===== src/rtl/ex_mem_stage_reg.sv =====
// EX/MEM pipeline stage register with a skid buffer, flush and counters.
// Feeds MEM stage payload and the EX->EX forwarding tap.
module ex_mem_stage_reg #(
  parameter int DATA_W        = 32,
  parameter int RADDR_W       = 5,
  parameter int MTR_W         = 2,
  parameter int CNT_W         = 16,
  parameter int ZERO_REG_GATE = 1
) (
  input  logic               clk,
  input  logic               rst,
  input  logic               flush,
  input  logic               in_valid,
  output logic               in_ready,
  input  logic [RADDR_W-1:0] in_rd,
  input  logic [DATA_W-1:0]  in_alu_out,
  input  logic [DATA_W-1:0]  in_pc_4,
  input  logic [DATA_W-1:0]  in_store_data,
  input  logic               in_memwrite,
  input  logic               in_memread,
  input  logic               in_regwrite,
  input  logic [MTR_W-1:0]   in_memtoreg,
  output logic               out_valid,
  input  logic               out_ready,
  output logic [RADDR_W-1:0] out_rd,
  output logic [DATA_W-1:0]  out_alu_out,
  output logic [DATA_W-1:0]  out_pc_4,
  output logic [DATA_W-1:0]  out_store_data,
  output logic               out_memwrite,
  output logic               out_memread,
  output logic               out_regwrite,
  output logic [MTR_W-1:0]   out_memtoreg,
  output logic               fwd_regwrite,
  output logic [RADDR_W-1:0] fwd_rd,
  output logic [DATA_W-1:0]  fwd_data,
  output logic [CNT_W-1:0]   stall_cnt,
  output logic [CNT_W-1:0]   flush_cnt
);

  typedef struct packed {
    logic [RADDR_W-1:0] rd;
    logic [DATA_W-1:0]  alu_out;
    logic [DATA_W-1:0]  pc_4;
    logic [DATA_W-1:0]  store_data;
    logic               memwrite;
    logic               memread;
    logic               regwrite;
    logic [MTR_W-1:0]   memtoreg;
  } beat_t;

  beat_t m_q;
  beat_t s_q;
  beat_t in_b;
  logic  m_valid;
  logic  s_valid;
  logic  fire_in;
  logic  advance;
  logic  rd_nz;

  // Clear the control bits so an invalid slot can never write anything.
  function automatic beat_t squash(input beat_t b);
    beat_t r;
    r          = b;
    r.memwrite = 1'b0;
    r.memread  = 1'b0;
    r.regwrite = 1'b0;
    r.memtoreg = '0;
    return r;
  endfunction

  // Pack the incoming EX beat.
  always_comb begin
    in_b            = '0;
    in_b.rd         = in_rd;
    in_b.alu_out    = in_alu_out;
    in_b.pc_4       = in_pc_4;
    in_b.store_data = in_store_data;
    in_b.memwrite   = in_memwrite;
    in_b.memread    = in_memread;
    in_b.regwrite   = in_regwrite;
    in_b.memtoreg   = in_memtoreg;
  end

  assign in_ready = !s_valid;
  assign fire_in  = in_valid & in_ready;
  assign advance  = !m_valid | out_ready;

  // Main and skid registers: flush, then drain/fill ordering.
  always_ff @(posedge clk or posedge rst) begin
    if (rst) begin
      m_q     <= '0;
      s_q     <= '0;
      m_valid <= 1'b0;
      s_valid <= 1'b0;
    end else if (flush) begin
      m_q     <= squash(m_q);
      s_q     <= squash(s_q);
      m_valid <= 1'b0;
      s_valid <= 1'b0;
    end else if (advance) begin
      if (s_valid) begin
        m_q     <= s_q;
        m_valid <= 1'b1;
        s_valid <= 1'b0;
      end else if (fire_in) begin
        m_q     <= in_b;
        m_valid <= 1'b1;
      end else begin
        m_q     <= squash(m_q);
        m_valid <= 1'b0;
      end
    end else if (fire_in) begin
      s_q     <= in_b;
      s_valid <= 1'b1;
    end
  end

  // Saturating performance counters.
  always_ff @(posedge clk or posedge rst) begin
    if (rst) begin
      stall_cnt <= '0;
      flush_cnt <= '0;
    end else begin
      if (m_valid && !out_ready && stall_cnt != '1)
        stall_cnt <= stall_cnt + 1'b1;
      if (flush && flush_cnt != '1)
        flush_cnt <= flush_cnt + 1'b1;
    end
  end

  assign out_valid      = m_valid;
  assign out_rd         = m_q.rd;
  assign out_alu_out    = m_q.alu_out;
  assign out_pc_4       = m_q.pc_4;
  assign out_store_data = m_q.store_data;
  assign out_memwrite   = m_q.memwrite;
  assign out_memread    = m_q.memread;
  assign out_regwrite   = m_q.regwrite;
  assign out_memtoreg   = m_q.memtoreg;

  assign rd_nz        = (ZERO_REG_GATE != 0) ? (m_q.rd != '0) : 1'b1;
  assign fwd_regwrite = m_valid & m_q.regwrite & rd_nz;
  assign fwd_rd       = m_q.rd;
  assign fwd_data     = m_q.alu_out;

endmodule


===== config.mk =====
export PLATFORM = sky130hd
export DESIGN_NAME = ex_mem_stage_reg
export DESIGN_NICKNAME = d
export VERILOG_FILES = /design/src/rtl/ex_mem_stage_reg.sv
export SDC_FILE = /design/constraint.sdc
export NUM_CORES = 1
export LEC_CHECK = 0
export BUFFER_PORTS_ARGS = -buffer_cell sky130_fd_sc_hd__buf_2
export CORE_MARGIN = 10
export CORE_UTILIZATION = 25
export CTS_BUF_LIST = sky130_fd_sc_hd__clkbuf_8
export CTS_CLUSTER_DIAMETER = 200
export DETAILED_ROUTE_END_ITERATION = 8
export SLEW_MARGIN = 40
export SYNTH_ARGS = -nofsm -noshare
export SYNTH_HDL_FRONTEND = slang
export SYNTH_SLANG_ARGS = --single-unit

===== constraint.sdc =====
create_clock -name clk -period 18.7 [get_ports clk]
set_input_delay 0.935 -clock clk [delete_from_list [all_inputs] [get_ports clk]]
set_output_delay 0.935 -clock clk [all_outputs]
set_load 0.03 [all_outputs]

=== Word level (Yosys, flattened, before mapping) ===
Cells that the tools add are included.

* Flip-flop bits (word level): 246

* Add/subtract/negate cells: 2
* Equality and inequality tests: 3
* Muxes and demuxes: 14
* Bitwise gates (word level): 6
* Reduce and logical (&&, ||, !) cells: 14

{| class="wikitable"
|+ Operators by type and width
! operator !! count
|-
| two-way mux 106 bit || 2
|-
| adder 16 x 1 -> 16 bit (second input constant) || 2
|-
| inequality test 16 bit (second input constant) || 2
|-
| two-way mux 5 bit || 5
|-
| two-way mux 1 bit || 7
|-
| AND reduction 3 bit || 2
|-
| nonzero test 2 bit || 3
|-
| nonzero test 5 bit || 1
|-
| bitwise AND 1 bit || 3
|-
| logical AND 1 bit || 3
|-
| logical NOT 1 bit || 3
|-
| nonzero test 3 bit || 1
|-
| inequality test 2 bit (second input constant) || 1
|-
| inverter 1 bit || 2
|-
| AND reduction 2 bit || 1
|-
| OR 1 bit || 1
|}

=== Depth between registers and ports, before layout ===
Gate-level depths: netlist of run 1.

* Depth in word-level cells: 6
* Gate-level depth with buffers: 7
* Gate-level depth less buffers: 5

=== Worst setup path before layout of run 1 ===
Ideal clock, no wire load.

* Path type: reg-to-output
* Start: register s_valid
* End: output in_ready
* Arrival time: 1.309 ns
* Data required time: 17.765 ns
* Slack: 16.456 ns
* Cell stages (with the launch flop): 5
* Cell sequence: dfrtp_1 > buf_2 > inv_1 > clkbuf_1 > clkbuf_1

* Cells in the longest elaborated chain, start to end: 1

{| class="wikitable"
|+ Ends and longest elaborated chain
! element !! line !! source
|-
| from (decl) || 55 || <nowiki>logic s_valid;</nowiki>
|-
| from (signal assigned) || 94 || <nowiki>s_valid <= 1'b0;</nowiki>
|-
| from (signal assigned) || 99 || <nowiki>s_valid <= 1'b0;</nowiki>
|-
| from (signal assigned) || 104 || <nowiki>s_valid <= 1'b0;</nowiki>
|-
| logical NOT 1 bit || 84 || <nowiki>assign in_ready = !s_valid;</nowiki>
|-
| to (decl) || 14 || <nowiki>output logic in_ready,</nowiki>
|}

Every way passes these cells.

=== Worst setup path in the final report of run 1 ===
* Start: input in_valid
* End: register s_q[46] (netlist bit)

* Cells in the longest elaborated chain, start to end: 2

{| class="wikitable"
|+ Ends and longest elaborated chain
! element !! line !! source
|-
| from (decl) || 13 || <nowiki>input logic in_valid,</nowiki>
|-
| bitwise AND 1 bit || 85 || <nowiki>assign fire_in = in_valid & in_ready;</nowiki>
|-
| AND reduction 3 bit (no line) || n/a ||
|-
| to (signal assigned) || 97 || <nowiki>s_q <= squash(s_q);</nowiki>
|-
| to (signal assigned) || 113 || <nowiki>s_q <= in_b;</nowiki>
|-
| to (decl) || 52 || <nowiki>beat_t s_q;</nowiki>
|}

Every way passes these cells.
A chain may end at the register's enable or synchronous reset.

==> results by group, run 1 <==
Worst setup path
  • Crit-path slowest cell: buf_4
  • R2r setup slk: around 16000 ps
  • Critical Path Max Stage Delay: about 580 ps
  • CP arrival: between 3000 and 4000 ps
  • Critical path required time: around 19000 ps
  • CP max FO: 67
  • R2R Path End: s_q[19]$_DFFE_PP0P_
  • Worst setup path end: s_q[46]$_DFFE_PP0P_
  • FF-to-FF path depth: 4
  • Nature of the critical path startpoint: input port
  • Crit. End Element: flop
  • Critical path class: input port to flop
  • FF-to-FF Start: s_valid$_DFFE_PP0P_
  • Setup crit start: in_valid
  • Critical path cell sequence: buf_2, buf_4, and2b_2, nand3_4, buf_6, mux2_1

Cells and area
  • Area of the multi-input gates: between 3000 and 4000 sq um
  • Nets: approximately 1300
  • Share of cells above drive strength 1: between 30% and 40%
  • Final Cell Area: around 13000 sq um
  • P&R area growth vs syn: 25.2%
  • Reg area: just over 6000 sq um
  • Fillers: 4276

Flow run
  • Number of max-cap violations: 0

Detailed routing
  • WL met2: about 15 mm
  • Routed Antenna Nets: 0
  • # DRC: 0
  • DR WL met3: 2.51 mm
  • DR iter-0 viols: approximately 620
  • DR top layer: met5
  • Iteration count of the initial detailed-routing pass: 5
  • Total number of vias: about 8500
  • Via-to-Cell Ratio: between 4 and 5
  • Drt total wl: ~33 mm
  • Mean routed wirelength per cell: ~19 um
  • WL met1: 14.6 mm

Placed design
  • Post-DP HPWL: around 22 mm
  • Area after DPL: 12200 sq um
  • Port Buffer Count: between 200 and 300
  • GPL Wtd Cong: 0.763

Clock tree
  • Root Driver: clkbuf_8
  • # hold bufs at CTS: 0
  • Post-CTS Setup Inserts: 0
  • CTS tree: built
  • Worst-path clk slew: ~60 ps
  • Num CTS Buffers: 46
  • PostCTS Resize Cnt: 0
  • Clock Path Buffers: 3
  • Worst-skew pair later-pin latency: between 500 and 600 ps
  • H-tree levels: 2
  • Sinks on the clock net: 246

GRT
  • Gr ovfl total: 0
  • Global-route wire length before repair: a little over 50 mm
  • Initial antenna violation count: 5
  • Largest net degree at the start of global routing: between 100 and 150
  • Vias in the first global route: 8723
  • All-Layer GR Usage: between 10% and 20%

STA
  • Fin. Hold Viols: 0
  • Setup_tns: 0 ps
  • Clock skew: 22.6 ps
  • Fin. max-slew vios: 0
  • Worst rel slew slack: roughly 45%
  • Period utilization: between 10% and 20%
  • Actual slew at the worst max-slew pin: ~830 ps
  • FMAX: ~0.33 GHz
  • Min cycle time layout: 3010 ps
  • RSZ-0062 raised after global routing: false
  • Min Hold Slack: ~340 ps
  • # setup viols final: 0

Pwr
  • Largest vdd supply drop: approximately 64 uV
  • Tot Pwr: 1680 uW
  • LEAKAGE: roughly 0.0061 uW
  • Pwr dens: around 130 nW/um^2

Yosys
  • Share of the synthesized area in the top cell type: between 50% and 60%
  • Register area share after synthesis: 58.2%
  • Top post-synthesis cells by count: dfrtp_1, o22ai_1, a21oi_1
  • Post-synth top area cell: dfrtp_1
  • EDFF count, synth: 0
  • Syn_area_per_cell: between 10 and 15 sq um
  • Count leader, synth: dfrtp_1
  • Top cells by area, synth: dfrtp_1, mux2_1, o22ai_1
  • Syn Nets: 1023
  • Synth warn: 0
  • Synth async-reset ratio: 100%
  • Yosys cell types: 42
  • Top FF cell, synth: dfrtp_1
  • Yosys reg bits: around 250
  • Cells after Synth: 910
  • Synth Cell Area: between 10000 and 15000 sq um

Worst hold path
  • Worst min path class: input port to asynchronous set/reset pin

Floorplan
  • Core area: ~42000 sq um
  • Die W: 226 um
  • Die area: slightly above 50000 sq um
  • # rows: between 70 and 80
  • IO Count: 289
  • Die height: ~230 um
  • Initial core utilization: between 20% and 30%

Outcome
  • Status: finished, final reports clean
## final cells by class
| type | count | share of cell area [%] |
|---|---|---|
| Antenna cell | 2 | 0.0378 |
| Timing Repair Buffer | 301 | 11.9 |
| Tap cell | 539 | 5.09 |
| Clock inverter | 22 | 1.12 |
| Sequential cell | 246 | 46.5 |
| Clock buffer | 61 | 6.34 |
| Multi-Input combinational cell | 552 | 28.7 |
| Inverter | 7 | 0.265 |
## per-stage QoR
step           instances  utilization (%)  worst slack (ps)
5_1_grt             1730             31.6             15530
6_report            1730             31.6             15690
2_1_floorplan        910                -             11010
3_5_place_dp        1644             29.2             15090
3_3_place_gp        1643             29.1             14950
4_1_cts             1727             31.6             15630
## kinds of logic (layout without fill, tap and decap cells)
family	count (synthesis)	count (layout)	share of synthesized area, %
xor gates and xnor gates	24	24	1.99
and+or+nand+nor	140	140	6.54
muxes	103	103	11.0
other	0	2	0
adders and majority gates	2	2	0.237
DFF	246	246	58.2
buffers and inverters	112	391	6.20
AOI/OAI and AO/OA	283	283	15.9
## how the worst min path moves through the flow
stage | cells past startpoint | start | slack (ps) | endpoint
global route | 2 | rst | 300 | flush_cnt[9]$_DFFE_PP0P_
detailed placement | 1 | flush_cnt[7]$_DFFE_PP0P_ | 480 | flush_cnt[7]$_DFFE_PP0P_
finish | 2 | rst | 340 | flush_cnt[7]$_DFFE_PP0P_
global placement | 1 | s_q[56]$_DFFE_PP0P_ | 470 | s_q[56]$_DFFE_PP0P_
floorplan | 1 | s_q[104]$_DFFE_PP0P_ | 460 | s_q[104]$_DFFE_PP0P_
CTS | 2 | rst | 460 | stall_cnt[11]$_DFFE_PP0P_
## power by group
group          internal, uW  switching, uW
logic                   138            265
clock network           319            236
registers               643           84.7
## worst max-delay path, delay by kind of cell
| kind | cells | cell delay (ps) |
|---|---|---|
| buffers and inverters | 3 | 1150 |
| multiplexers | 1 | 410 |
| AND/OR/NAND/NOR | 2 | 820 |
## state kept, by name, summed over array words and instances (netlist names)
| signal | flops |
|---|---|
| s_valid | 1 |
| out_valid | 1 |
| out_store_data | 32 |
| out_memtoreg | 2 |
| s_q | 106 |
| stall_cnt | 16 |
| flush_cnt | 16 |
| out_memwrite | 1 |
| out_pc_4 | 32 |
| out_memread | 1 |
| fwd_rd | 5 |
| out_regwrite | 1 |
| fwd_data | 32 |
## metal layers
| layer | vias to the layer above | GRT usage [%] |
|---|---|---|
| li1 | 3837 | - |
| met2 | 279 | 19.5 |
| met3 | 64 | 3.79 |
| met1 | 4281 | 16.2 |
| met5 | - | 0 |
| met4 | 6 | 5.32 |
## cell usage in the layout, fill, tap and decap left out, drive strengths merged, types with 5 or more instances in the layout
cell,instances
buf,301
dfrtp,246
o22ai,149
a21oi,109
mux2,102
nor2,64
clkbuf,61
xnor2,20
inv,18
nand4,18
nand2,17
nor3,12
o21ai,10
clkinv,9
nand3,9
a221oi,5
Power figures use the tool's default switching activity.
==> inputs of run 2 (changes only) <==
--- a/config.mk
+++ b/config.mk
@@ -5,6 +5,7 @@
 export SDC_FILE = /design/constraint.sdc
 export NUM_CORES = 1
 export LEC_CHECK = 0
+export ABC_AREA = 1
 export BUFFER_PORTS_ARGS = -buffer_cell sky130_fd_sc_hd__buf_2
 export CORE_MARGIN = 10
 export CORE_UTILIZATION = 25
==> constraint.sdc (replaced) <==
create_clock -name clk -period 3.1 [get_ports clk]
set_input_delay 0.155 -clock clk [delete_from_list [all_inputs] [get_ports clk]]
set_output_delay 0.155 -clock clk [all_outputs]
set_load 0.03 [all_outputs]
==> run 2 against run 1 <==
  * Sequential power rose to 5.8 times the previous value
  * Wire length increased by 9.3%
  * Die area is 8.4% higher
  * Cell area increased by 17%
  * Combinational power increased to 5.5 times the previous value
  * Clock skew grew 8.8 ps
  * Via count rose by 25%
  * Non-clock buffer count up 116
  * Power rose to 5.9 times the previous value
  * Synthesized cell count grew 60%
==> results by group, run 2 <==
Outcome
  • Status: finished, final reports clean (unchanged)

Pwr
  • Pwr dens: 644 nW/um^2 (was 127 nW/um^2)
  • Largest vdd supply drop: 338 uV (was 64.3 uV)
  • LEAKAGE: 0.00826 uW (was 0.00607 uW)

GRT
  • Busiest grt layer: met2 (unchanged)
  • All-Layer GR Usage: 13.0% (was 12.7%)
  • Largest net degree at the start of global routing: 105 (was 106)
  • Initial antenna violation count: 6 (was 5)
  • Gr ovfl total: 0 (unchanged)
  • Vias in the first global route: 10900 (was 8723)
  • GR Layer Usage met2: 21.5% (was 19.5%)
  • Met3 global-route usage: 4.05% (was 3.79%)
  • GR met1 Demand/Resource: 15.4% (was 16.2%)
  • Global-route wire length before repair: 59.3 mm (was 51.2 mm)

Cells and area
  • Most common cell after layout, fill and taps aside: nand2_1 (was buf_2)
  • Final Cell Area: 15400 sq um (was 13200 sq um)
  • Max FFs per register: 106 (unchanged)
  • Fillers: 4671 (was 4276)
  • Nets: 1928 (was 1267)
  • P&R area growth vs syn: 33.7% (was 25.2%)
  • Share of cells above drive strength 1: 22.2% (was 33.6%)
  • Largest register by flop count: s_q (unchanged)
  • Commonest non-fill, non-tap cells in the layout: nand2_1, buf_2, dfrtp_1 (was buf_2, dfrtp_1, o22ai_1)

Yosys
  • Synth warn: 0 (unchanged)
  • Simple-gate share of the synthesized area: 24.4% (was 6.54%)
  • Post-synthesis xor/xnor area fraction: 0.379% (was 1.99%)
  • Post-synthesis compound-gate area fraction: 10.9% (was 15.9%)
  • Yosys reg bits: 246 (unchanged)
  • EDFF count, synth: 0 (unchanged)
  • Main combinational cell family by area after synthesis: simple AND/OR/NAND/NOR gates (was compound AO/OA/AOI/OAI gates)
  • Cells after Synth: 1453 (was 910)
  • Count leader, synth: nand2_1 (was dfrtp_1)
  • Synth async-reset ratio: 100% (unchanged)
  • Share of the synthesized area in the top cell type: 53.3% (was 58.2%)
  • Syn Nets: 1566 (was 1023)
  • Synth Area in Adders: 0.217% (was 0.237%)
  • Synth Cell Area: 11500 sq um (was 10600 sq um)
  • Yosys cell types: 29 (was 42)
  • Register area share after synthesis: 53.3% (was 58.2%)
  • Post-synth top area cell: dfrtp_1 (unchanged)
  • Top post-synthesis cells by count: nand2_1, dfrtp_1, inv_1 (was dfrtp_1, o22ai_1, a21oi_1)
  • Syn_area_per_cell: 7.95 sq um (was 11.6 sq um)
  • Mux contribution to synthesized area: 0% (was 11.0%)
  • Top cells by area, synth: dfrtp_1, nand2_1, inv_1 (was dfrtp_1, mux2_1, o22ai_1)
  • Top FF cell, synth: dfrtp_1 (unchanged)

Clock tree
  • Num CTS Buffers: 48 (was 46)
  • Root Driver: clkbuf_8 (unchanged)
  • H-tree levels: 2 (unchanged)
  • Post-CTS Setup Inserts: 0 (unchanged)
  • Clock Path Buffers: 3 (unchanged)
  • Worst-skew pair later-pin latency: 620 ps (was 590 ps)
  • Worst-path clk slew: 70 ps (was 60 ps)
  • # hold bufs at CTS: 109 (was 0)
  • PostCTS Resize Cnt: 0 (unchanged)
  • CTS tree: built (unchanged)
  • Sinks on the clock net: 246 (unchanged)

STA
  • # setup viols final: 0 (unchanged)
  • Fin. Hold Viols: 0 (unchanged)
  • Min cycle time layout: approximately 2400 ps
  • Period utilization: about three quarters
  • Fin. max-slew vios: 0 (unchanged)
  • Clock skew: 31.4 ps (was 22.6 ps)
  • Setup_tns: 0 ps (unchanged)
  • Worst rel slew slack: 48.8% (was 44.7%)
  • Min Hold Slack: 132 ps (was 339 ps)
  • FMAX: 0.421 GHz
  • RSZ-0062 raised after global routing: false (unchanged)
  • Actual slew at the worst max-slew pin: 765 ps (was 829 ps)

Flow run
  • Number of max-cap violations: 0 (unchanged)

Detailed routing
  • Iteration count of the initial detailed-routing pass: 5 (unchanged)
  • Via-to-Cell Ratio: 4.31 (was 4.89)
  • Total number of vias: 10600 (was 8467)
  • Mean routed wirelength per cell: 14.8 um (was 19.2 um)
  • # DRC: 0 (unchanged)
  • DR iter-0 viols: 700 (was 615)
  • Routed Antenna Nets: 0 (unchanged)
  • Drt total wl: 36.4 mm (was 33.3 mm)

Placed design
  • Area after DPL: 13300 sq um (was 12200 sq um)
  • GPL Wtd Cong: 0.808 (was 0.763)
  • Port Buffer Count: 288 (unchanged)
  • Post-DP HPWL: 24.6 mm (was 22.0 mm)

Worst setup path
  • Critical path required time: 3640 ps (was 19160 ps)
  • Critical path class: flop to flop (was input port to flop)
  • Nature of the critical path startpoint: flop (was input port)
  • CP max FO: 63 (was 67)
  • Crit. End Element: flop (unchanged)
  • CP arrival: 2920 ps (was 3470 ps)

Floorplan
  • Die height: 235 um (was 226 um)
  • Die W: 235 um (was 226 um)
  • IO Count: 289 (unchanged)
  • Initial core utilization: 25.3% (about the same)
  • Core area: 45600 sq um (was 41900 sq um)
  • Die area: 55200 sq um (was 50900 sq um)
  • # rows: 78 (was 75)

Worst hold path
  • Worst min path class: input port to asynchronous set/reset pin (unchanged)
## run 2: cell count changes after synthesis, moves of 20 or more
| cell | previous run | this run |
|---|---|---|
| nand2_1 | 17 | 620 |
| o22ai_1 | 149 | 28 |
| mux2_1 | 91 | 0 |
| a21oi_1 | 109 | 0 |
| clkbuf_1 | 37 | 17 |
| o21ai_1 | 3 | 82 |
| inv_1 | 6 | 146 |
| nor2_1 | 64 | 41 |
| o21ai_0 | 7 | 107 |
## run 2: metal layers
layer	share of wire, %	vias up
met5	0.036	-
met4	2.9	2
met3	6.8	80
met2	47	303
met1	43	4975
li1	-	5219
## run 2: metrics by stage
stage	instances	total power (uW)	worst slack [ps]	utilization, %
2_1_floorplan	1453	5710	-287	-
3_3_place_gp	2255	6310	772	29.1
3_5_place_dp	2255	6370	693	29.2
4_1_cts	2446	10100	665	33.8
5_1_grt	2452	10500	478	33.9
6_report	2452	9940	722	33.9
## run 2: worst max-delay path, cell delays in order (launching register included)
cell and delay [ps]:
dfrtp_1 400, nand2_2 250, inv_4 90, nand2_4 290, nor2_8 140, inv_6 430
buf_4 450, nand2_1 110, o21ai_1 100
## run 2: where the power goes
| part | switching [uW] | leakage [uW] | internal, uW |
|---|---|---|---|
| logic | 1470 | 0.00452 | 730 |
| clock network | 1500 | 0.000566 | 2020 |
| registers | 396 | 0.00318 | 3810 |
## run 2: worst paths after layout
check | startpoint | end | slack [ps] | depth (start not counted)
max in group asynchronous | rst | fwd_data[28]$_DFFE_PP0P_ | 2170 | 5
hold reg to reg | out_pc_4[19]$_DFFE_PP0P_ | out_pc_4[19]$_DFFE_PP0P_ | 460 | 2
hold / removal | rst | flush_cnt[3]$_DFFE_PP0P_ | 130 | 3
setup / recovery | out_valid$_DFFE_PP0N_ | s_q[79]$_DFFE_PP0P_ | 720 | 8
setup reg to reg | out_valid$_DFFE_PP0N_ | s_q[79]$_DFFE_PP0P_ | 720 | 8
min in group clk | out_ready | out_regwrite$_DFFE_PP0N_ | 140 | 6
## run 2: area by class of cell
cell class,count,area (sq um),share of cell area (%)
Clock inverter,24,219,1.42
Antenna cell,5,12.5,0.0811
Inverter,152,584,3.79
Sequential cell,246,6160,39.9
Clock buffer,58,798,5.17
Tap cell,600,751,4.86
Multi-Input combinational cell,950,4140,26.8
Timing Repair Buffer,417,2770,17.9
## run 2: cells by family after synthesis
group	Yosys count
fa+ha+maj	2
buf+inv	257
xor+xnor	5
compound gates	230
flops	246
simple gates	713
==> inputs of run 3 (changes only) <==
==> constraint.sdc (replaced) <==
create_clock -name clk -period 2.35 [get_ports clk]
set_input_delay 0.1175 -clock clk [delete_from_list [all_inputs] [get_ports clk]]
set_output_delay 0.1175 -clock clk [all_outputs]
set_load 0.03 [all_outputs]
==> run 3 against run 2 <==
  * Cell area shrank 0.45%
  * Critical path depth shrank 5
  * Non-clock buffer count grew 2
  * Wire length grew 1.3%
  * Largest cell class unchanged
  * Power grew 28%
  * First-iteration DRC count shrank 10%
  * Die area is the same
  * Cell count shrank 0.12%
  * Sequential share of layout area grew 0.18 points
  * Sequential power grew 32%
  * Register-to-register slack lost 140 ps
==> results by group, run 3 (same netlist as run 2, synthesis figures left out) <==
Placed design
  • Setup WS pre-CTS: 552 ps (was 693 ps)
  • Area after DPL: 13300 sq um (about the same)
  • Post-DP HPWL: 24.8 mm (was 24.6 mm)
  • GPL Wtd Cong: 0.815 (was 0.808)
  • Port Buffer Count: 288 (unchanged)

Clock tree
  • Worst-skew pair later-pin latency: 590 ps (was 620 ps)
  • Sinks on the clock net: 246 (unchanged)
  • Post-CTS Setup Inserts: 0 (unchanged)
  • CTS tree: built (unchanged)
  • PostCTS Resize Cnt: 0 (unchanged)
  • H-tree levels: 2 (unchanged)
  • Num CTS Buffers: 46 (was 48)
  • Root Driver: clkbuf_8 (unchanged)
  • Worst-path clk slew: 60 ps (was 70 ps)
  • Clock Path Buffers: 3 (unchanged)

Worst setup path
  • Crit. End Element: output pin (was flop)
  • CP max FO: 29 (was 63)
  • Critical path class: flop to output pin (was flop to flop)
  • FF-to-FF Start: out_valid$_DFFE_PP0N_ (unchanged)
  • Critical Path Max Stage Delay: 490 ps (was 450 ps)
  • Worst path top cell family by delay: buffers and inverters (unchanged)
  • R2r setup slk: 580 ps (was 720 ps)
  • Worst setup path end: in_ready (was s_q[79]$_DFFE_PP0P_)
  • Levels on crit path: 3 (was 8)
  • FF-to-FF path depth: 8 (unchanged)
  • Crit-path slowest cell: dfrtp_4 (was buf_4)
  • Critical path required time: 2230 ps (was 3640 ps)
  • Nature of the critical path startpoint: flop (unchanged)
  • R2R Path End: s_q[61]$_DFFE_PP0P_ (was s_q[79]$_DFFE_PP0P_)
  • Critical path cell sequence: inv_2, buf_4, buf_2 (was nand2_2, inv_4, nand2_4, nor2_8, inv_6, buf_4, nand2_1, o21ai_1)
  • CP arrival: 1770 ps (was 2920 ps)
  • Setup crit start: s_valid$_DFFE_PP0P_ (was out_valid$_DFFE_PP0N_)
  • Worst path bufs/invs: 3 (unchanged)

Flow run
  • Number of max-cap violations: 0 (unchanged)

Floorplan
  • Die height: 235 um (unchanged)
  • Die W: 235 um (unchanged)
  • Initial core utilization: 25.3% (unchanged)
  • Core area: 45600 sq um (unchanged)
  • Die area: 55200 sq um (unchanged)
  • # rows: 78 (unchanged)
  • IO Count: 289 (unchanged)

Cells and area
  • Nets: 1928 (unchanged)
  • P&R area growth vs syn: 33.1% (was 33.7%)
  • Share of cells above drive strength 1: 22.2% (about the same)
  • Fillers: 4668 (was 4671)
  • Final Cell Area: 15400 sq um (about the same)
  • Largest register by flop count: s_q (unchanged)
  • Commonest non-fill, non-tap cells in the layout: nand2_1, buf_2, dfrtp_1 (unchanged)
  • Most common cell after layout, fill and taps aside: nand2_1 (unchanged)
  • Max FFs per register: 106 (unchanged)

STA
  • Fin. max-slew vios: 0 (unchanged)
  • Clock skew: 23.9 ps (was 31.4 ps)
  • Setup_tns: 0 ps (unchanged)
  • Actual slew at the worst max-slew pin: 757 ps (was 765 ps)
  • Final WS setup: 462 ps (was 722 ps)
  • FMAX: around 0.53 GHz
  • # setup viols final: 0 (unchanged)
  • RSZ-0062 raised after global routing: false (unchanged)
  • Min cycle time layout: 1890 ps
  • Fin. Hold Viols: 0 (unchanged)
  • Worst rel slew slack: 49.5% (was 48.8%)
  • Period utilization: ~80%

Detailed routing
  • Drt total wl: 36.8 mm (was 36.4 mm)
  • Via-to-Cell Ratio: 4.33 (was 4.31)
  • # DRC: 0 (unchanged)
  • DR iter-0 viols: 629 (was 700)
  • Iteration count of the initial detailed-routing pass: 7 (was 5)
  • Total number of vias: 10600 (about the same)
  • Routed Antenna Nets: 0 (unchanged)
  • Mean routed wirelength per cell: 15.0 um (was 14.8 um)

Outcome
  • Status: finished, final reports clean (unchanged)

GRT
  • Vias in the first global route: 10800 (was 10900)
  • All-Layer GR Usage: 13.1% (was 13.0%)
  • Met3 global-route usage: 4.22% (was 4.05%)
  • Largest net degree at the start of global routing: 91 (was 105)
  • Initial antenna violation count: 4 (was 6)
  • Busiest grt layer: met2 (unchanged)
  • GR Layer Usage met2: 21.5% (about the same)
  • GR met1 Demand/Resource: 15.8% (was 15.4%)
  • Gr ovfl total: 0 (unchanged)
  • Global-route wire length before repair: 59.6 mm (was 59.3 mm)

Pwr
  • Pwr dens: 828 nW/um^2 (was 644 nW/um^2)
  • LEAKAGE: 0.00823 uW (was 0.00826 uW)
  • Tot Pwr: 12700 uW (was 9940 uW)
  • Largest vdd supply drop: 414 uV (was 338 uV)

Worst hold path
  • Worst min path class: input port to flop (was input port to asynchronous set/reset pin)
run 3: cell count changes in the layout (fill, tap and decap cells not counted):
cell        change
buf_12          +2
buf_16          -1
buf_4           +2
buf_6           -1
bufinv_16       -3
clkbuf_8        +2
clkinv_2        -1
clkinvlp_4      +1
diode_2         -1
inv_1           -1
inv_6           -1
inv_8           -1
run 3: metal layers:
layer | wire length, um | up-vias
met5 | 0 | -
met3 | 2600 | 70
met1 | 15800 | 4965
met2 | 17500 | 349
li1 | - | 5225
met4 | 977 | 0
run 3: cell type report:
class                   instances  area, sq um  area share (%)
well taps                     600          751            4.89
repair buffers                419         2790            18.1
multi-input cells             950         4140            27.0
clock inverters                18          108           0.700
clock buffers                  60          826            5.37
diodes                          4         10.0          0.0651
inverters                     152          584            3.80
flip-flops and latches        246         6160            40.1
run 3: repair_timing:
item	in CTS	in global routing
setup endpoints to repair	0	0
hold buffers	109	0
hold endpoints to repair	256	0
run 3: tightest hold or removal path: stages:
cell and delay [ps]:
buf_2 80, inv_1 40, nand2_2 210, inv_4 90, nand3_1 80, nand2_1 50
run 3: report_power, final:
part           total [uW]  internal (uW)  switching (uW)
combinational        2920            968            1960
sequential           5550           5020             527
clock                4250           2380            1870
run 3: worst min-delay path by stage:
stage              start                           to  slack, ps  cells past startpoint
2_1_floorplan   in_rd[4]         s_q[105]$_DFFE_PP0P_        260                      2
3_3_place_gp         rst     fwd_data[23]$_DFFE_PP0P_        230                      2
3_5_place_dp         rst     fwd_data[23]$_DFFE_PP0P_        230                      2
4_1_cts        out_ready  out_memtoreg[0]$_DFFE_PP0N_         80                      6
5_1_grt        out_ready     out_regwrite$_DFFE_PP0N_        100                      6
6_report       out_ready  out_memtoreg[0]$_DFFE_PP0N_        100                      6
run 3: per-stage QoR:
stage                     hold WS [ps]  util (%)  cells
final                             97.2      33.7   2449
after global routing              96.9      33.7   2449
after CTS                         80.6      33.7   2445
after detailed placement           228      29.3   2258
after global placement             225      29.3   2258
after floorplan                    263         -   1453
